$ cat config.mk
export PLATFORM = sky130hd
export DESIGN_NAME = fifo_access_ctrl
export DESIGN_NICKNAME = d
export VERILOG_FILES = /design/src/rtl/fifo_access_ctrl.sv
export SDC_FILE = /design/constraint.sdc
export NUM_CORES = 1
export LEC_CHECK = 0
export BUFFER_PORTS_ARGS = -buffer_cell sky130_fd_sc_hd__buf_2
export CORE_ASPECT_RATIO = 0.7
export CORE_MARGIN = 2
export CORE_UTILIZATION = 30
export CTS_CLUSTER_DIAMETER = 200
export CTS_CLUSTER_SIZE = 10
export DETAILED_ROUTE_END_ITERATION = 8
export PLACE_DENSITY = 0.56
export SLEW_MARGIN = 25
export SYNTH_ARGS = -nofsm -noshare
export SYNTH_HDL_FRONTEND = slang
export SYNTH_SLANG_ARGS = --single-unit
export TNS_END_PERCENT = 50
$ cat constraint.sdc
create_clock -name clk -period 2.3 [get_ports clk]
set_input_delay 0.345 -clock clk [delete_from_list [all_inputs] [get_ports clk]]
set_output_delay 0.345 -clock clk [all_outputs]
set_load 0.01 [all_outputs]
$ cat src/rtl/fifo_access_ctrl.sv
`default_nettype none
// ============================================================================
// fifo_access_ctrl : round-robin write arbiter, skid-buffered read drain and
//                    enable/flush sequencing in front of a synchronous FIFO
// Revision: 1.0
// ============================================================================
module fifo_access_ctrl #(
   parameter int DATA_WIDTH = 16,
   parameter int NUM_REQ    = 4,
   parameter int CNT_WIDTH  = 16
) (
   input  logic                          clk,
   input  logic                          rst_n,
   input  logic                          ctrl_enable,
   input  logic                          flush_req,
   output logic                          flush_done,
   input  logic [NUM_REQ-1:0]            req_valid,
   input  logic [NUM_REQ*DATA_WIDTH-1:0] req_data,
   output logic [NUM_REQ-1:0]            req_ready,
   output logic                          out_valid,
   input  logic                          out_ready,
   output logic [DATA_WIDTH-1:0]         out_data,
   output logic                          fifo_wr_en,
   output logic [DATA_WIDTH-1:0]         fifo_data_in,
   output logic                          fifo_rd_en,
   input  logic [DATA_WIDTH-1:0]         fifo_data_out,
   input  logic                          fifo_full,
   input  logic                          fifo_empty,
   input  logic                          fifo_wr_ack,
   input  logic                          fifo_overflow,
   input  logic                          fifo_underflow,
   output logic [CNT_WIDTH-1:0]          wr_count,
   output logic [CNT_WIDTH-1:0]          rd_count,
   output logic                          err_ack,
   output logic                          err_overflow,
   output logic                          err_underflow
);

   localparam int                 c_PTR_W = (NUM_REQ > 1) ? $clog2(NUM_REQ) : 1;
   localparam logic [c_PTR_W:0]   c_NREQ  = (c_PTR_W+1)'(NUM_REQ);
   localparam logic [NUM_REQ-1:0] c_ONE   = NUM_REQ'(1);

   typedef enum logic [1:0] {
      ST_DISABLED = 2'd0,
      ST_RUN      = 2'd1,
      ST_FLUSH    = 2'd2
   } state_t;

   state_t                 r_state;
   logic                   r_flush_done;
   logic [c_PTR_W-1:0]     r_rr_ptr;
   logic [1:0]             r_occ;
   logic                   r_infl;
   logic [DATA_WIDTH-1:0]  r_skid0;
   logic [DATA_WIDTH-1:0]  r_skid1;
   logic                   r_wr_en_d;
   logic [CNT_WIDTH-1:0]   r_wr_count;
   logic [CNT_WIDTH-1:0]   r_rd_count;
   logic                   r_err_ack;
   logic                   r_err_overflow;
   logic                   r_err_underflow;

   logic                   w_run;
   logic                   w_flush;
   logic                   w_any;
   logic [c_PTR_W-1:0]     w_winner;
   logic [c_PTR_W:0]       w_sum;
   logic [c_PTR_W-1:0]     w_idx;
   logic [DATA_WIDTH-1:0]  w_win_data;
   logic                   w_grant;
   logic                   w_pop;
   logic                   w_push;
   logic                   w_rd_room;

   assign w_run   = (r_state == ST_RUN);
   assign w_flush = (r_state == ST_FLUSH);

   // Scan from the highest offset down so the lowest offset from rr_ptr wins.
   always_comb begin
      w_any    = 1'b0;
      w_winner = '0;
      w_sum    = '0;
      w_idx    = '0;
      for (int k = NUM_REQ - 1; k >= 0; k--) begin
         w_sum = {1'b0, r_rr_ptr} + (c_PTR_W+1)'(k);
         if (w_sum >= c_NREQ) begin
            w_sum = w_sum - c_NREQ;
         end
         w_idx = w_sum[c_PTR_W-1:0];
         if (req_valid[w_idx]) begin
            w_any    = 1'b1;
            w_winner = w_idx;
         end
      end
   end

   always_comb begin
      w_win_data = '0;
      for (int i = 0; i < NUM_REQ; i++) begin
         if (w_winner == c_PTR_W'(i)) begin
            w_win_data = req_data[i*DATA_WIDTH +: DATA_WIDTH];
         end
      end
   end

   assign w_grant      = w_run & w_any & ~fifo_full;
   assign fifo_wr_en   = w_grant;
   assign req_ready    = w_grant ? (c_ONE << w_winner) : '0;
   assign fifo_data_in = w_run ? w_win_data : '0;

   assign out_valid = (r_occ != 2'd0);
   assign out_data  = r_skid0;
   assign w_pop     = out_valid & out_ready;
   // Landing data is dropped while flushing or when a flush is starting.
   assign w_push    = r_infl & ~w_flush & ~flush_req;
   assign w_rd_room = (3'({1'b0, r_occ}) + {2'b00, r_infl}) < (3'd2 + {2'b00, w_pop});
   assign fifo_rd_en = ~fifo_empty & (w_flush | (w_run & w_rd_room));

   assign flush_done    = r_flush_done;
   assign wr_count      = r_wr_count;
   assign rd_count      = r_rd_count;
   assign err_ack       = r_err_ack;
   assign err_overflow  = r_err_overflow;
   assign err_underflow = r_err_underflow;

   always_ff @(posedge clk or negedge rst_n) begin
      if (!rst_n) begin
         r_state      <= ST_DISABLED;
         r_flush_done <= 1'b0;
      end else begin
         r_flush_done <= 1'b0;
         if (flush_req) begin
            r_state <= ST_FLUSH;
         end else begin
            case (r_state)
               ST_DISABLED: if (ctrl_enable) r_state <= ST_RUN;
               ST_RUN: begin
                  if (!ctrl_enable && r_occ == 2'd0 && !r_infl) begin
                     r_state <= ST_DISABLED;
                  end
               end
               ST_FLUSH: begin
                  if (fifo_empty && !r_infl) begin
                     r_state      <= ctrl_enable ? ST_RUN : ST_DISABLED;
                     r_flush_done <= 1'b1;
                  end
               end
               default: r_state <= ST_DISABLED;
            endcase
         end
      end
   end

   always_ff @(posedge clk or negedge rst_n) begin
      if (!rst_n) begin
         r_rr_ptr <= '0;
      end else if (w_grant) begin
         r_rr_ptr <= (w_winner == c_PTR_W'(NUM_REQ - 1)) ? '0 : w_winner + c_PTR_W'(1);
      end
   end

   always_ff @(posedge clk or negedge rst_n) begin
      if (!rst_n) begin
         r_occ   <= 2'd0;
         r_infl  <= 1'b0;
         r_skid0 <= '0;
         r_skid1 <= '0;
      end else begin
         r_infl <= fifo_rd_en;
         if (flush_req) begin
            r_occ <= 2'd0;
         end else begin
            case ({w_push, w_pop})
               2'b10: begin
                  if (r_occ == 2'd0) r_skid0 <= fifo_data_out;
                  else               r_skid1 <= fifo_data_out;
                  r_occ <= r_occ + 2'd1;
               end
               2'b01: begin
                  r_skid0 <= r_skid1;
                  r_occ   <= r_occ - 2'd1;
               end
               2'b11: begin
                  if (r_occ == 2'd1) begin
                     r_skid0 <= fifo_data_out;
                  end else begin
                     r_skid0 <= r_skid1;
                     r_skid1 <= fifo_data_out;
                  end
               end
               default: ;
            endcase
         end
      end
   end

   always_ff @(posedge clk or negedge rst_n) begin
      if (!rst_n) begin
         r_wr_en_d       <= 1'b0;
         r_wr_count      <= '0;
         r_rd_count      <= '0;
         r_err_ack       <= 1'b0;
         r_err_overflow  <= 1'b0;
         r_err_underflow <= 1'b0;
      end else begin
         r_wr_en_d <= fifo_wr_en;
         if (fifo_wr_en) r_wr_count <= r_wr_count + CNT_WIDTH'(1);
         if (w_pop)      r_rd_count <= r_rd_count + CNT_WIDTH'(1);
         // Ack must echo the write request issued one cycle earlier.
         if (fifo_wr_ack != r_wr_en_d) r_err_ack <= 1'b1;
         if (fifo_overflow)            r_err_overflow <= 1'b1;
         if (fifo_underflow)           r_err_underflow <= 1'b1;
      end
   end

endmodule
`default_nettype wire

==> reports/results.tsv <==
metric	value	unit
Core Util, Final	46.1	%
initial antenna violation count	1	
Worst setup endpoint	fifo_data_in[13]	
layout cell share with drive strength beyond 1	49.9	%
CTS Sinks	76	
number of global-route vias before repair	3790	
initial drt markers	138	
hold wc startpoint	fifo_overflow	
Ys Warns	0	
global-route wire length before repair	19600	um
Min-Delay Path Class	in -> reg	
largest net degree at the start of global routing	41	
post-synthesis cell type count	52	
# Max-Cap Violations	0	
Clock Skew	0.00747	ns
Fin. Hold Viols	0	
Worst Path Arrival	2.37	ns
Synth Net Count	511	
most used flip-flop cell after synthesis	dfrtp_1	
RSZ-0062 raised after global routing	true	
TritonRoute pass-1 iters	4	
average cell area after synthesis	10.3	um2
Worst Setup Slack, final	-0.416	ns
Crit. End Element	output pin	
CTS root buffer	clkbuf_16	
post-DP HPWL	8880	um
cell taking the most area after synthesis	dfrtp_1	
crit path from	r_rr_ptr[1]	
Die Width	145	um
most common library cells after synthesis	dfrtp_1 (76), nand2_1 (52), nor2_1 (34)	
WP data required	1.96	ns
area delta synth->final	51.3	%
Setup TNS	-6.24	ns
DR vias/cell	4.79	
cell area after synthesis	0.00420	mm2
Syn Inst Count	407	
Antenna Nets Post-Route	0	
Final nets	702	
Die H	103	um
largest stage delay on the critical path	0.43	ns
grt ovf	0	
Worst-path clk slew	0.06	ns
Area contributors post-synth	dfrtp_1 (45%), xnor2_1 (4.8%), nand2_1 (4.7%)	
critical path class	reg -> out	
wire per inst	15.7	um
vias after detailed routing	3804	
CTS tree	yes	
Place WS	-0.250	ns
Starting Density	30.4	%
Row Count	36	
number of placed cells counting well taps	765	
CP top delay family	compound AO/OA/AOI/OAI gates	
sequential area share after synthesis	45.3	%
final setup vio count	18	
CP Cell Sequence	a21oi_2 -> o21a_1 -> o22a_2 -> buf_4 -> ha_4 -> buf_12 -> nor2b_1 -> o32ai_4 -> buf_2	
Final min period	2.72	ns
Leakage	2.98	nW
die area	0.0150	mm2
Max Freq	368	MHz
core footprint	0.0138	mm2
P per Cell Area	975	mW/mm2
DR DRC count	0	
post-route clock period utilization	118	%
gr usage total	16.3	%
Worst Reg-to-Reg Cells	7	
Critical R2R Launch	r_occ[0]	
clk buf depth	2	
worst IR drop on VDD	0.000444	V
drt total wl	12400	um
Max-slew headroom	49.3	%
CP max stage cell	dfrtp_2	
Ports	169	
clock latency on the worst-skew pair	0.34	ns
CP Launch Type	flop	
gpl congestion	0.794	
crit path buf inv count	3	
most common cell in the netlist	dfrtp_1	
Slew Viols, Final	0	
Finished Layout Cells	794	
worst slew pin tran	0.760	ns
failing checks	setup timing	
Seq cells post-synth	76	
RR Endpoint	rd_count[15]	
top-area cell type share of the netlist area	45.3	%
status	finished, violations left	
CTS H-tree lvls	3	
EDFF count, synth	0	
critical path depth	9	
CTS buffer count	9	
R2R setup slack	0.33	ns
worst-path fanout max	16	
Async SR Flop Fraction	100	%
number of port buffers	168	
==> where the power goes <==
part / internal [mW] / leakage [nW] / total (mW) / switching (mW)
Clock: 0.950 / 0.149 / 1.51 / 0.564
Combinational: 1.35 / 1.88 / 2.72 / 1.37
Sequential: 1.69 / 0.946 / 1.95 / 0.262
==> stage by stage <==
stage / cell area, um2 / hold WS, ns / power, mW
after floorplan: 4470 / 0.0494 / 3.41
after global placement: 5600 / 0.346 / 4.08
after detailed placement: 5600 / 0.354 / 4.16
after CTS: 6200 / 0.184 / 6.05
after global routing: 6350 / 0.181 / 6.60
final: 6350 / 0.196 / 6.19
==> logic make-up after synthesis <==
family                   Yosys count  synth area share [%]
AO/OA/AOI/OAI                     81                  15.2
XOR/XNOR                          33                  6.89
adder cells (fa/ha/maj)           10                  2.98
buffers and inverters             32                  4.08
flip-flops                        76                  45.3
multiplexers                      20                  6.20
AND/OR/NAND/NOR                  155                  19.3
==> cell usage in the layout, fill, tap and decap left out, drive strengths merged, types with 2 or more instances in the layout <==
master    synthesis  routed
mux2i             2       2
dfrtp            76      76
xnor2            23      23
or2               3       3
o32ai            16      16
nor4              2       2
nand4             8       8
clkinv            0       2
clkinvlp          0       2
a21oi            39      39
and4              4       4
nor2b            17      17
nor3              5       5
xor2             10      10
clkbuf            8      10
nand3             8       8
and2b             2       2
a221oi           15      15
nand2b            8       8
and2              5       5
buf              12     199
mux2             18      18
nand2            53      53
ha               10      10
nor2             35      35
bufinv            0       2
o21ai             2       2
inv              12      12
==> metal layers <==
metal / up-vias / GRT usage (%) / wire length, um
met3: 15 / 5.35 / 693
met1: 1880 / 21.5 / 5650
met4: 0 / 4.22 / 119
met2: 75 / 26.0 / 5970
met5: - / 0 / 0
li1: 1834 / - / -
==> registers in the layout, summed over array words and instances (netlist names) <==
register,count
flush_done,1
r_wr_en_d,1
r_occ,2
err_underflow,1
r_infl,1
r_skid1,16
err_ack,1
out_data,16
wr_count,16
rd_count,16
err_overflow,1
r_rr_ptr,2
r_state,2
==> cell type report <==
type                    count  area (um2)
fillers                  1315        7430
repair buffers            200        1250
clock inverters             6        88.8
flip-flops and latches     76        1900
well taps                 190         238
clock buffers              10         229
multi-input cells         299        2590
diodes                      1        2.50
inverters                  12        47.5
==> worst min path at each step <==
stage / slack [ns] / depth (start not counted) / end
floorplan: 0.05 / 0 / err_ack
global placement: 0.35 / 1 / err_underflow
detailed placement: 0.35 / 1 / out_data[1]
CTS: 0.18 / 2 / err_overflow
global route: 0.18 / 2 / err_underflow
finish: 0.20 / 2 / err_overflow
==> what timing repair did <==
action                                  in CTS  in global routing
pin swaps                                   21                  8
hold buffers                                 1                  0
gates cloned                                 2                  0
endpoints found under the setup margin      21                 22
endpoints found under the hold margin       36                  0
gates resized for setup                     37                 12
buffers inserted                             1                  8
Power figures use the tool's default switching activity.
